==> src/rtl/uart_tx_ser_par.sv <==
// UART TX datapath: byte capture, bit serializer, parity generator and 4-way frame mux.
// Optional macro UART_TX_MSB_FIRST_EN selects MSB-first serialization (default LSB-first).
module uart_tx_ser_par #(
   parameter int unsigned DATA_WIDTH = 8
) (
   input  logic                  Clk,
   input  logic                  RST,
   input  logic [DATA_WIDTH-1:0] P_DATA,
   input  logic                  Data_Valid,
   input  logic                  busy,
   input  logic                  ser_en,
   input  logic [1:0]            mux_sel,
   input  logic                  PAR_TYP,
   output logic                  ser_done,
   output logic                  TX_OUT
);

   localparam int unsigned CntW = $clog2(DATA_WIDTH + 1);
   localparam logic [CntW-1:0] CntMax = CntW'(DATA_WIDTH);

   logic [DATA_WIDTH-1:0] shift_q, shift_d;
   logic [CntW-1:0]       cnt_q, cnt_d;
   logic                  ser_data_q, ser_data_d;
   logic                  par_bit_q, par_bit_d;

   // Load has priority over shift; the FSM never asserts ser_en while idle anyway.
   always_comb begin
      shift_d    = shift_q;
      cnt_d      = cnt_q;
      ser_data_d = ser_data_q;
      par_bit_d  = par_bit_q;
      if (Data_Valid && !busy) begin
         shift_d   = P_DATA;
         cnt_d     = '0;
         par_bit_d = (^P_DATA) ^ PAR_TYP;
      end else if (ser_en && (cnt_q < CntMax)) begin
`ifdef UART_TX_MSB_FIRST_EN
         ser_data_d = shift_q[DATA_WIDTH-1];
         shift_d    = {shift_q[DATA_WIDTH-2:0], 1'b0};
`else
         ser_data_d = shift_q[0];
         shift_d    = {1'b0, shift_q[DATA_WIDTH-1:1]};
`endif
         cnt_d      = cnt_q + 1'b1;
      end
   end

   always_ff @(posedge Clk) begin
      if (RST) begin
         shift_q    <= '0;
         cnt_q      <= '0;
         ser_data_q <= 1'b0;
         par_bit_q  <= 1'b0;
      end else begin
         shift_q    <= shift_d;
         cnt_q      <= cnt_d;
         ser_data_q <= ser_data_d;
         par_bit_q  <= par_bit_d;
      end
   end

   assign ser_done = (cnt_q == CntMax);

   // Line is held idle-high for the whole reset, whatever the FSM selects.
   always_comb begin
      TX_OUT = 1'b1;
      if (!RST) begin
         unique case (mux_sel)
            2'b00: TX_OUT = 1'b0;
            2'b01: TX_OUT = 1'b1;
            2'b10: TX_OUT = ser_data_q;
            2'b11: TX_OUT = par_bit_q;
         endcase
      end
   end

endmodule

==> config.mk <==
export PLATFORM = sky130hd
export DESIGN_NAME = uart_tx_ser_par
export DESIGN_NICKNAME = d
export VERILOG_FILES = /design/src/rtl/uart_tx_ser_par.sv
export SDC_FILE = /design/constraint.sdc
export NUM_CORES = 1
export LEC_CHECK = 0
export ABC_AREA = 1
export CORE_ASPECT_RATIO = 1.25
export CORE_MARGIN = 3
export CORE_UTILIZATION = 30
export CTS_BUF_LIST = sky130_fd_sc_hd__clkbuf_8
export CTS_CLUSTER_SIZE = 10
export DETAILED_ROUTE_END_ITERATION = 12
export GPL_ROUTABILITY_DRIVEN = 1
export PLACE_DENSITY = 0.61
export SETUP_SLACK_MARGIN = 0.15
export SLEW_MARGIN = 5
export SYNTH_ARGS = -nofsm -noshare
export SYNTH_HDL_FRONTEND = slang
export SYNTH_SLANG_ARGS = --single-unit
export TNS_END_PERCENT = 10
==> constraint.sdc <==
create_clock -name Clk -period 0.9 [get_ports Clk]
set_input_delay 0.09 -clock Clk [delete_from_list [all_inputs] [get_ports Clk]]
set_output_delay 0.09 -clock Clk [all_outputs]
set_load 0.05 [all_outputs]
==> results by group <==
Status
  • Outcome: complete, but fails checks
  • Failing checks: negative setup slack

STA
  • Final setup violation count: 13
  • Final worst slack: -246 ps
  • Final Critical Period: 1150 ps
  • Worst Max-Slew Pin Slew: about 240 ps
  • Max-slew headroom: 83.9%
  • Final Skew: approximately 2.4 ps
  • Fin. max-slew vios: 0
  • Hold Fails Final Rpt: 0
  • F_max: 873 MHz
  • RSZ-0062 raised after global routing: yes
  • Fin crit share: 127%

CTS
  • Clock slew at reported path FFs: 50 ps
  • Num CTS Buffers: 3
  • CTS tree: yes
  • # H-tree levels: 1
  • Clk sinks: 14
  • Root buffer cell: clkbuf_8
  • Latest clock arrival within the worst-skew pair: 240 ps
  • Clk buf depth: 2

Critical path
  • RR Endpoint: shift_q[6]
  • Slowest stage delay, CP: 470 ps
  • Startpoint types: input pin
  • Worst r2r path cells: 6
  • Setup CP Type: input pin to output port
  • CP max FO: 2
  • Worst r2r src: cnt_q[3]
  • Highest-delay cell along the critical path: clkdlybuf4s50_1
  • WP data required: 810 ps
  • Critical Path Source: mux_sel[1]
  • Crit path cell chain: clkdlybuf4s50_1 > nand2_1 > o211ai_1 > clkbuf_16
  • CP arrival: 1060 ps
  • CP endpoint: TX_OUT
  • R2r setup slk: -90 ps
  • Nature of the critical path endpoint: output port

Placement
  • I/O Buffers: 17
  • Worst slack, placed: -386 ps
  • Dpl cells: 181
  • GPL Wtd Cong: approximately 0.69
  • Placed Area: ~1100 um^2
  • Post-DP HPWL: ~1400 um

Global route
  • Initial antenna violation count: 0
  • Total GRT Usage: between 10% and 20%
  • Vias in the first global route: a little over 800
  • Overflow after GRT: 0
  • Largest net degree at the start of global routing: 12
  • First-pass GRT wire length: 2990 um

Routing
  • DRC: 0
  • Vias: approximately 830
  • Routed WL: 1700 um
  • DRT antenna net count: 0
  • DR WL/cell: 9.21 um
  • Via density: 4.50
  • DRT iter0 DRCs: 13
  • Drt first pass iters: 4

Synthesis
  • Top-area cell type share of the netlist area: 35.1%
  • Syn Nets: 139
  • Seq/Total Area, Yosys: between 30% and 40%
  • Post-Syn Instances: 121
  • #FFs+latches synth: 14
  • Synth unique cells: 21
  • Area leader, netlist: dfxtp_1
  • Syn Area/Cell: 6.60 um^2
  • Top cells by area, synth: dfxtp_1, nand2_1, inv_1, a31oi_1, o21ai_0
  • Ys Warns: 0
  • Cell Area, Synth: around 800 um^2

Final layout
  • Layout cells sized above 1: 25.7%
  • Antenna fix cells: 0
  • Non-filler cells, final: 185
  • Fin area: 1220 um^2
  • Most frequent cells in the layout: nand2_1, inv_1, buf_4
  • Area Overhead vs Synth: 52.8%
  • Final-stage net count: 172
  • Commonest non-fill, non-tap cell in the layout: nand2_1
  • Filler cells: 248
  • Post-Route Utilization: 49.2%

Power
  • Leakage: about 0.57 nW
  • Power density over the cells: 1250 nW/um^2
  • Peak supply drop: 528 uV
  • Tot Pwr: between 0.0015 and 0.002 W

Die
  • Die Y: 63.7 um
  • Die X: 52.1 um
  • Rows: 20
  • Core area: between 2000 and 2500 um^2
  • DIE AREA: 3320 um^2
  • Starting Density: about a third
  • Ports: 18

Worst hold path
  • Worst hold path type: input pin to flip-flop

Run
  • Max-cap violations: 0
[synthesized netlist by cell type (all sizes together)]
cell / n
nand2: 51
inv: 19
dfxtp: 14
a31oi: 7
o21ai: 7
nor2: 6
a21oi: 5
nand3: 4
ha: 2
buf: 1
clkbuf: 1
nor3: 1
nor4: 1
o211ai: 1
xor2: 1
[worst max-delay path, delay by kind of cell]
family | cells | cell delay, ps
buf+inv | 2 | 680
simple gates | 1 | 50
compound gates | 1 | 220
[cells by family after synthesis]
logic type | Yosys count | share of synthesized area (%)
adder cells (fa/ha/maj) | 2 | 3.13
flip-flops | 14 | 35.1
buffers and inverters | 21 | 11.1
AND/OR/NAND/NOR | 63 | 34.6
XOR/XNOR | 1 | 1.10
AO/OA/AOI/OAI | 20 | 14.9
[repair_timing]
| action | CTS | global route |
|---|---|---|
| pin swaps | 10 | 6 |
| setup buffers | 1 | 0 |
| hold buffers | 0 | 0 |
| setup endpoints to repair | 16 | 16 |
| resized for setup | 12 | 14 |
[stage by stage]
| step | TNS (ps) | hold WS (ps) |
|---|---|---|
| global route | -2470 | 278 |
| finish | -1230 | 231 |
| detailed placement | -5010 | 455 |
| global placement | -4750 | 453 |
| CTS | -1470 | 286 |
| floorplan | -747 | 237 |
[registers in the layout (all words and copies together), names as in the netlist]
name and flops:
shift_q 8, ser_data_q 1, par_bit_q 1, cnt_q 4
[per-layer routing]
metal	track usage, %	vias up	share of wire [%]
met5	0	-	0
met4	6.71	0	2.2
met3	2.84	5	5.2
met2	20.8	22	51
met1	12.3	362	41
li1	-	444	-
[how the worst min path moves through the flow]
| stage | startpoint | endpoint | slack, ps | cells after the start |
|---|---|---|---|---|
| detailed placement | shift_q[7] | shift_q[7] | 460 | 2 |
| global route | RST | cnt_q[0] | 280 | 4 |
| finish | RST | cnt_q[3] | 230 | 4 |
| floorplan | P_DATA[7] | shift_q[7] | 240 | 2 |
| global placement | shift_q[7] | shift_q[7] | 450 | 2 |
| CTS | P_DATA[2] | shift_q[2] | 290 | 3 |
[report_power, final]
part	leakage [nW]	switching (W)	internal (W)
registers	0.116	0.0000170	0.000653
logic	0.436	0.000180	0.000183
clock network	0.0216	0.000196	0.000295
total	0.573	0.000393	0.00113
[final cells by class]
type	count	area, um^2	share of cell area [%]
flip-flops and latches	14	285	23.4
clock buffers	3	41.3	3.38
well taps	33	41.3	3.38
inverters	19	73.8	6.05
multi-input cells	86	472	38.7
repair buffers	30	307	25.1
(Power assumes the default switching activity.)
